<file path="config.mk">
export PLATFORM = sky130hd
export DESIGN_NAME = pb_task_monitor_flat
export DESIGN_NICKNAME = d
export VERILOG_FILES = /design/src/rtl/pb_task_monitor_if.sv /design/src/rtl/pb_task_monitor.sv /design/src/flat_wrapper.sv
export SDC_FILE = /design/constraint.sdc
export NUM_CORES = 1
export LEC_CHECK = 0
export ABC_AREA = 1
export ABC_CLOCK_PERIOD_IN_PS = 3940
export BUFFER_PORTS_ARGS = -buffer_cell sky130_fd_sc_hd__clkbuf_2
export CAP_MARGIN = 20
export CORE_MARGIN = 1.5
export CORE_UTILIZATION = 50
export CTS_CLUSTER_SIZE = 28
export DETAILED_ROUTE_END_ITERATION = 10
export PLACE_DENSITY_LB_ADDON = 0.3
export SLEW_MARGIN = 10
export SYNTH_ARGS = -nofsm -noshare
export SYNTH_HDL_FRONTEND = slang
export SYNTH_SLANG_ARGS = --single-unit
</file>
<file path="constraint.sdc">
create_clock -name clk -period 3.94 [get_ports clk]
set_input_delay 0.788 -clock clk [delete_from_list [all_inputs] [get_ports clk]]
set_output_delay 0.788 -clock clk [all_outputs]
set_load 0.1 [all_outputs]
</file>
<file path="src/rtl/pb_task_monitor_if.sv">
// Purpose: bundles the builder-side observation signals and the completion record stream of pb_task_monitor.
// Latency: none, wiring only.
// Backpressure: cmpl_ready_i from the consumer side holds the head record.
// Ports (signals): start_i/busy_i/irq_i per channel; addr_in_i/byte_cnt_i/pkt_type_i per-channel config;
//   err_clr_i sticky-error clear; cmpl_* completion record stream; active_o/err_o per-channel status.
//   master = environment/consumer side, slave = monitor side.
interface pb_task_monitor_if #(
  parameter int NUM_CH = 2,
  parameter int ADDR_W = 32,
  parameter int CNT_W  = 16
);
  localparam int CH_W = (NUM_CH > 1) ? $clog2(NUM_CH) : 1;

  logic [NUM_CH-1:0]        start_i;
  logic [NUM_CH-1:0]        busy_i;
  logic [NUM_CH-1:0]        irq_i;
  logic [NUM_CH*ADDR_W-1:0] addr_in_i;
  logic [NUM_CH*4-1:0]      byte_cnt_i;
  logic [NUM_CH*4-1:0]      pkt_type_i;
  logic                     err_clr_i;
  logic                     cmpl_ready_i;

  logic                     cmpl_valid_o;
  logic [CH_W-1:0]          cmpl_ch_o;
  logic [ADDR_W-1:0]        cmpl_addr_o;
  logic [3:0]               cmpl_byte_cnt_o;
  logic [3:0]               cmpl_pkt_type_o;
  logic [CNT_W-1:0]         cmpl_cycles_o;
  logic [NUM_CH-1:0]        active_o;
  logic [NUM_CH*3-1:0]      err_o;

  modport master (
    output start_i, busy_i, irq_i, addr_in_i, byte_cnt_i, pkt_type_i, err_clr_i, cmpl_ready_i,
    input  cmpl_valid_o, cmpl_ch_o, cmpl_addr_o, cmpl_byte_cnt_o, cmpl_pkt_type_o, cmpl_cycles_o,
           active_o, err_o
  );

  modport slave (
    input  start_i, busy_i, irq_i, addr_in_i, byte_cnt_i, pkt_type_i, err_clr_i, cmpl_ready_i,
    output cmpl_valid_o, cmpl_ch_o, cmpl_addr_o, cmpl_byte_cnt_o, cmpl_pkt_type_o, cmpl_cycles_o,
           active_o, err_o
  );
endinterface

</file>
<file path="src/rtl/pb_task_monitor.sv">
// Purpose: tracks start/busy/irq task lifecycles on NUM_CH builder channels, times them, flags protocol errors.
// Latency: record visible 1 cycle after the irq edge, plus 1 cycle per lower-index channel also pending.
// Backpressure: cmpl_ready_i low fills the FWFT FIFO; once full, channels wait in DONE with frozen counters.
// Ports: clk, reset (async active-low), bus (pb_task_monitor_if.slave): per-channel inputs and config,
//   err_clr_i, completion record stream cmpl_*, active_o and sticky err_o {orphan irq, timeout, start-while-active}.
module pb_task_monitor #(
  parameter int NUM_CH     = 2,
  parameter int ADDR_W     = 32,
  parameter int CNT_W      = 16,
  parameter int MAX_CYC    = 1024,
  parameter int FIFO_DEPTH = 4
) (
  input logic              clk,
  input logic              reset,
  pb_task_monitor_if.slave bus
);
  localparam int CH_W = (NUM_CH > 1) ? $clog2(NUM_CH) : 1;
  localparam int AW   = $clog2(FIFO_DEPTH);

  typedef enum logic [2:0] {IDLE, ARMED, BUSY, WAIT_IRQ, DONE} state_t;

  typedef struct packed {
    logic [CH_W-1:0]   ch;
    logic [ADDR_W-1:0] addr;
    logic [3:0]        byte_cnt;
    logic [3:0]        pkt_type;
    logic [CNT_W-1:0]  cycles;
  } rec_t;

  state_t            st_q    [NUM_CH];
  state_t            st_d    [NUM_CH];
  logic [CNT_W-1:0]  cnt_q   [NUM_CH];
  logic [CNT_W-1:0]  cnt_d   [NUM_CH];
  logic [CNT_W-1:0]  cnt_inc [NUM_CH];
  logic [ADDR_W-1:0] addr_q  [NUM_CH];
  logic [ADDR_W-1:0] addr_d  [NUM_CH];
  logic [3:0]        bc_q    [NUM_CH];
  logic [3:0]        bc_d    [NUM_CH];
  logic [3:0]        pt_q    [NUM_CH];
  logic [3:0]        pt_d    [NUM_CH];
  logic [CNT_W-1:0]  cyc_q   [NUM_CH];
  logic [CNT_W-1:0]  cyc_d   [NUM_CH];
  logic [2:0]        err_q   [NUM_CH];
  logic [2:0]        err_d   [NUM_CH];
  logic [2:0]        ev      [NUM_CH];

  logic [NUM_CH-1:0]   grant;
  logic [NUM_CH-1:0]   active;
  logic [NUM_CH*3-1:0] err_vec;
  logic                push, pop, can_push, head_vld;
  rec_t                push_rec, head;

  rec_t              mem [FIFO_DEPTH];
  logic [AW-1:0]     wr_ptr_q, rd_ptr_q;
  logic [AW:0]       count_q;

  assign head_vld = (count_q != '0);
  assign pop      = head_vld & bus.cmpl_ready_i;
  // A pop on the same edge frees the slot, so a full FIFO still takes a push.
  assign can_push = (count_q != (AW+1)'(FIFO_DEPTH)) | pop;
  assign push     = |grant;

  // Fixed priority: scanning downward leaves the lowest pending index as the winner.
  always_comb begin
    grant    = '0;
    push_rec = '0;
    if (can_push) begin
      for (int c = NUM_CH-1; c >= 0; c--) begin
        if (st_q[c] == DONE) begin
          grant             = '0;
          grant[c]          = 1'b1;
          push_rec.ch       = CH_W'(c);
          push_rec.addr     = addr_q[c];
          push_rec.byte_cnt = bc_q[c];
          push_rec.pkt_type = pt_q[c];
          push_rec.cycles   = cyc_q[c];
        end
      end
    end
  end

  always_comb begin
    for (int c = 0; c < NUM_CH; c++) begin
      st_d[c]    = st_q[c];
      cnt_d[c]   = cnt_q[c];
      cnt_inc[c] = cnt_q[c] + CNT_W'(1);
      addr_d[c]  = addr_q[c];
      bc_d[c]    = bc_q[c];
      pt_d[c]    = pt_q[c];
      cyc_d[c]   = cyc_q[c];
      ev[c]      = 3'b000;
      unique case (st_q[c])
        IDLE: begin
          if (bus.start_i[c]) begin
            addr_d[c] = bus.addr_in_i[c*ADDR_W +: ADDR_W];
            bc_d[c]   = bus.byte_cnt_i[c*4 +: 4];
            pt_d[c]   = bus.pkt_type_i[c*4 +: 4];
            cnt_d[c]  = '0;
            st_d[c]   = ARMED;
          end
          if (bus.irq_i[c]) ev[c][2] = 1'b1;
        end
        ARMED, BUSY, WAIT_IRQ: begin
          if (bus.start_i[c]) ev[c][0] = 1'b1;
          cnt_d[c] = cnt_inc[c];
          // irq has priority over both the timeout and the busy transitions.
          if (bus.irq_i[c]) begin
            cyc_d[c] = cnt_inc[c];
            st_d[c]  = DONE;
          end else if (cnt_inc[c] == CNT_W'(MAX_CYC)) begin
            ev[c][1] = 1'b1;
            st_d[c]  = IDLE;
          end else if (st_q[c] == ARMED && bus.busy_i[c]) begin
            st_d[c] = BUSY;
          end else if (st_q[c] == BUSY && !bus.busy_i[c]) begin
            st_d[c] = WAIT_IRQ;
          end
        end
        DONE: begin
          // Counter stays frozen here so FIFO stalls never look like a timeout.
          if (bus.start_i[c]) ev[c][0] = 1'b1;
          if (grant[c]) st_d[c] = IDLE;
        end
        default: st_d[c] = IDLE;
      endcase
      // Clear first, then OR in events: a same-cycle event survives the clear.
      err_d[c] = (bus.err_clr_i ? 3'b000 : err_q[c]) | ev[c];
    end
  end

  always_ff @(posedge clk or negedge reset) begin
    if (!reset) begin
      for (int c = 0; c < NUM_CH; c++) begin
        st_q[c]   <= IDLE;
        cnt_q[c]  <= '0;
        addr_q[c] <= '0;
        bc_q[c]   <= '0;
        pt_q[c]   <= '0;
        cyc_q[c]  <= '0;
        err_q[c]  <= '0;
      end
    end else begin
      for (int c = 0; c < NUM_CH; c++) begin
        st_q[c]   <= st_d[c];
        cnt_q[c]  <= cnt_d[c];
        addr_q[c] <= addr_d[c];
        bc_q[c]   <= bc_d[c];
        pt_q[c]   <= pt_d[c];
        cyc_q[c]  <= cyc_d[c];
        err_q[c]  <= err_d[c];
      end
    end
  end

  always_ff @(posedge clk or negedge reset) begin
    if (!reset) begin
      wr_ptr_q <= '0;
      rd_ptr_q <= '0;
      count_q  <= '0;
    end else begin
      if (push) wr_ptr_q <= wr_ptr_q + AW'(1);
      if (pop)  rd_ptr_q <= rd_ptr_q + AW'(1);
      case ({push, pop})
        2'b10:   count_q <= count_q + (AW+1)'(1);
        2'b01:   count_q <= count_q - (AW+1)'(1);
        default: count_q <= count_q;
      endcase
    end
  end

  always_ff @(posedge clk) begin
    if (push) mem[wr_ptr_q] <= push_rec;
  end

  // Record fields read as zero whenever nothing is queued, including right after reset.
  assign head = head_vld ? mem[rd_ptr_q] : '0;

  always_comb begin
    for (int c = 0; c < NUM_CH; c++) begin
      active[c]          = (st_q[c] != IDLE);
      err_vec[c*3 +: 3]  = err_q[c];
    end
  end

  assign bus.cmpl_valid_o    = head_vld;
  assign bus.cmpl_ch_o       = head.ch;
  assign bus.cmpl_addr_o     = head.addr;
  assign bus.cmpl_byte_cnt_o = head.byte_cnt;
  assign bus.cmpl_pkt_type_o = head.pkt_type;
  assign bus.cmpl_cycles_o   = head.cycles;
  assign bus.active_o        = active;
  assign bus.err_o           = err_vec;
endmodule

</file>
<file path="src/flat_wrapper.sv">
// flat-port wrapper written by rule: the top's interface ports become plain ports
module pb_task_monitor_flat 
#(
  parameter int NUM_CH     = 2,
  parameter int ADDR_W     = 32,
  parameter int CNT_W      = 16,
  parameter int MAX_CYC    = 1024,
  parameter int FIFO_DEPTH = 4
)
  (clk, reset, bus_start_i, bus_busy_i, bus_irq_i, bus_addr_in_i, bus_byte_cnt_i, bus_pkt_type_i, bus_err_clr_i, bus_cmpl_ready_i, bus_cmpl_valid_o, bus_cmpl_ch_o, bus_cmpl_addr_o, bus_cmpl_byte_cnt_o, bus_cmpl_pkt_type_o, bus_cmpl_cycles_o, bus_active_o, bus_err_o);
  pb_task_monitor_if #(.NUM_CH(NUM_CH), .ADDR_W(ADDR_W), .CNT_W(CNT_W)) bus_i ();
  input logic clk;
  input logic reset;
  input wire logic [$bits(bus_i.start_i)-1:0] bus_start_i;
  input wire logic [$bits(bus_i.busy_i)-1:0] bus_busy_i;
  input wire logic [$bits(bus_i.irq_i)-1:0] bus_irq_i;
  input wire logic [$bits(bus_i.addr_in_i)-1:0] bus_addr_in_i;
  input wire logic [$bits(bus_i.byte_cnt_i)-1:0] bus_byte_cnt_i;
  input wire logic [$bits(bus_i.pkt_type_i)-1:0] bus_pkt_type_i;
  input wire logic [$bits(bus_i.err_clr_i)-1:0] bus_err_clr_i;
  input wire logic [$bits(bus_i.cmpl_ready_i)-1:0] bus_cmpl_ready_i;
  output wire logic [$bits(bus_i.cmpl_valid_o)-1:0] bus_cmpl_valid_o;
  output wire logic [$bits(bus_i.cmpl_ch_o)-1:0] bus_cmpl_ch_o;
  output wire logic [$bits(bus_i.cmpl_addr_o)-1:0] bus_cmpl_addr_o;
  output wire logic [$bits(bus_i.cmpl_byte_cnt_o)-1:0] bus_cmpl_byte_cnt_o;
  output wire logic [$bits(bus_i.cmpl_pkt_type_o)-1:0] bus_cmpl_pkt_type_o;
  output wire logic [$bits(bus_i.cmpl_cycles_o)-1:0] bus_cmpl_cycles_o;
  output wire logic [$bits(bus_i.active_o)-1:0] bus_active_o;
  output wire logic [$bits(bus_i.err_o)-1:0] bus_err_o;
  assign bus_i.start_i = bus_start_i;
  assign bus_i.busy_i = bus_busy_i;
  assign bus_i.irq_i = bus_irq_i;
  assign bus_i.addr_in_i = bus_addr_in_i;
  assign bus_i.byte_cnt_i = bus_byte_cnt_i;
  assign bus_i.pkt_type_i = bus_pkt_type_i;
  assign bus_i.err_clr_i = bus_err_clr_i;
  assign bus_i.cmpl_ready_i = bus_cmpl_ready_i;
  assign bus_cmpl_valid_o = bus_i.cmpl_valid_o;
  assign bus_cmpl_ch_o = bus_i.cmpl_ch_o;
  assign bus_cmpl_addr_o = bus_i.cmpl_addr_o;
  assign bus_cmpl_byte_cnt_o = bus_i.cmpl_byte_cnt_o;
  assign bus_cmpl_pkt_type_o = bus_i.cmpl_pkt_type_o;
  assign bus_cmpl_cycles_o = bus_i.cmpl_cycles_o;
  assign bus_active_o = bus_i.active_o;
  assign bus_err_o = bus_i.err_o;
  pb_task_monitor #(.NUM_CH(NUM_CH), .ADDR_W(ADDR_W), .CNT_W(CNT_W), .MAX_CYC(MAX_CYC), .FIFO_DEPTH(FIFO_DEPTH)) u_core (.clk(clk), .reset(reset), .bus(bus_i));
endmodule
</file>
==> flow_summary_export.csv <==
group,metric,value,unit
run_status,status,"complete, no violations",
drt,drt-total-wl,38.4,mm
synthesis,yosysUniqueCellTypes,33,
synthesis,postSynth.asyncResetShare,41.7,%
critical_path,r2r_slack,1120,ps
cts,htree_levels,2,
sta,setup-violations-final,0,
floorplan,start_util,51.0,%
final_layout,antenna_cells,0,
drt,vias_per_cell,5.47,
drt,drc_errors,0,
sta,worst_pin_slew,1080,ps
drt,wl_per_cell,18.3,um
cts,tritoncts,"yes",
synthesis,synth_edf_count,228,
synthesis,synthFlopType,"edfxtp_1",
synthesis,synth_fp_nets,1576,
critical_path,worstSetupPathType,"reg2out",
drt,vias,11500,
floorplan,die_w,185,um
cts,clk-insertion-delay-late,520,ps
cts,postCtsHoldBufs,0,
run,maxCapViolCount,0,
sta,period_needed,3440,ps
sta,relSlewSlack,27.5,%
synthesis,postSynthAreaPerCell,11.2,um2
sta,finalCritPeriodShare,87.4,%
synthesis,synthTopCellsByArea,"edfxtp_1, dfrtp_1, nor2_1",
synthesis,synth_seq_cells,391,
synthesis,synth-warning-count,0,
synthesis,synth_top_area_cell,"edfxtp_1",
place,postPlaceCellArea,18200,um2
final_layout,areaGrowthSynthToFinish,17.0,%
floorplan,die_area,34400,um2
cts,cts_buffers,42,
floorplan,core,32600,um2
sta,hold_viol,0,
global_routing,grt_pass1_wl,60.8,mm
global_routing,grt_max_degree,77,
cts,clk_pin_slew,60,ps
place,gp_congestion,0.845,
sta,fin_skew,13.2,ps
final_layout,design_area,19500,um2
sta,maxSlewViolCount,0,
drt,drtIter0Drc,989,
cts,cts_setup_buffers,0,
synthesis,synth_area,16600,um2
sta,rsz0062_at_grt,"false",
cts,root_buffer,"clkbuf_16",
worst_hold_path,worstHoldPathType,"in2async",
drt,first_pass_iters,5,
final_layout,nets,1720,
cts,cts_sinks,391,
sta,tns,0,ps
final_layout,drive_gt1_share,23.2,%
final_layout,multiInputGateArea,5240,um2
drt,ant_nets,0,
critical_path,end_kind,"output port",
cts,clk_path_buf_depth,3,
synthesis,yosys.area.top_type_share,41.2,%
floorplan,die_h,185,um
synthesis,seq_area_frac_synth,65.7,%
final_layout,nFillCells,2600,
final_layout,ff_latch_area,10900,um2
critical_path,cp_data_required_time,3150,ps
global_routing,antenna_found_initial,0,
sta,hold_ws,263,ps
place,place_hpwl,24.3,mm
global_routing,grt_overflow,0,
critical_path,worst-path-max-fanout,76,
final_layout,fin_util,59.6,%
synthesis,synthCells,1478,
cts,cts_resized,0,
global_routing,grt_pass1_vias,11600,
floorplan,top_level_ports,156,
place,portBuffers,155,
sta,max_freq,0.290,GHz
floorplan,rows,66,
critical_path,crit_arrival,2660,ps
critical_path,crit_path_start_kind,"register",
global_routing,grt_util_all_layers,22.8,%
state kept, by name, indices dropped and copies added (netlist names):
register / flops
u_core.addr_q: 64
u_core.bc_q: 8
u_core.bus.err_o: 6
u_core.cnt_q: 32
u_core.count_q: 3
u_core.cyc_q: 32
u_core.mem: 228
u_core.pt_q: 8
u_core.rd_ptr_q: 2
u_core.st_q: 6
u_core.wr_ptr_q: 2
layout make-up:
type	count	area share [%]
sequential	391	56.2
multi-input combinational	931	26.9
clock buffer	59	5.99
timing repair buffer	174	5.86
tap	442	2.84
inverter	82	1.59
clock inverter	17	0.605
cell usage after synthesis (all sizes together), types with 3 or more instances:
cell type	number
nand3	36
buf	31
nand2	162
o22ai	24
a22o	52
nand4	14
xor2	10
o21ai	174
edfxtp	228
a21oi	66
a32o	3
clkbuf	43
ha	7
nor2	297
clkinv	3
xnor2	3
mux2	80
dfrtp	163
inv	79
final timing paths:
path / startpoint / endpoint / cells past startpoint
max reg2reg: u_core.st_q[4]$_DFFE_PN0P_ / u_core.count_q[2]$_DFFE_PN0P_ / 13
min: reset / u_core.bus.err_o[2]$_DFF_PN0_ / 1
max in group asynchronous: reset / u_core.rd_ptr_q[0]$_DFFE_PN0P_ / 2
min reg2reg: u_core.cyc_q[11]$_DFFE_PN0P_ / u_core.cyc_q[11]$_DFFE_PN0P_ / 2
min in group clk: u_core.cyc_q[11]$_DFFE_PN0P_ / u_core.cyc_q[11]$_DFFE_PN0P_ / 2
max: u_core.rd_ptr_q[0]$_DFFE_PN0P_ / bus_cmpl_addr_o[26] / 6
critical path, stage by stage (launching register included):
cell and delay (ps):
dfrtp_4 720, buf_12 380, nor2_1 110, nor2_1 100
o21ai_0 110, a21oi_2 190, clkbuf_2 480
cells in the final DEF (no fill, tap or decap), types with 30 or more instances in the layout:
cell,instances
a21oi_1,36
buf_4,33
clkbuf_2,128
edfxtp_1,228
mux2_2,80
clkbuf_16,42
o21ai_0,170
a21oi_2,30
nor2_1,279
inv_1,72
nand2_1,157
dfrtp_1,161
a22o_1,52
metal layers:
layer / vias to the layer above / global-route usage [%] / share of wire [%]
met1: 5650 / 31.3 / 45
met5: - / 0 / 0
met3: 46 / 3.54 / 5.8
met2: 346 / 37.9 / 48
met4: 0 / 5.89 / 1.7
li1: 5433 / - / -
kinds of logic (layout without fill, tap and decap cells):
logic type | count (synthesis) | after routing | share of synthesized area, %
buffers and inverters | 156 | 332 | 3.75
and+or+nand+nor | 509 | 509 | 12.5
DFF | 391 | 391 | 65.7
xor gates and xnor gates | 13 | 13 | 0.798
adders and majority gates | 8 | 8 | 0.647
AOI/OAI and AO/OA | 321 | 321 | 11.1
muxes | 80 | 80 | 5.42
through the flow:
step | setup slack (ps) | instances
after global routing | 311 | 2096
after floorplan | -382 | 1478
after global placement | 961 | 2020
after detailed placement | 888 | 2020
after CTS | 451 | 2096
final | 496 | 2096
Power is left out: the tool's default activity adds up to more than one toggle a clock period on the data nets, which glitch-free logic cannot reach.
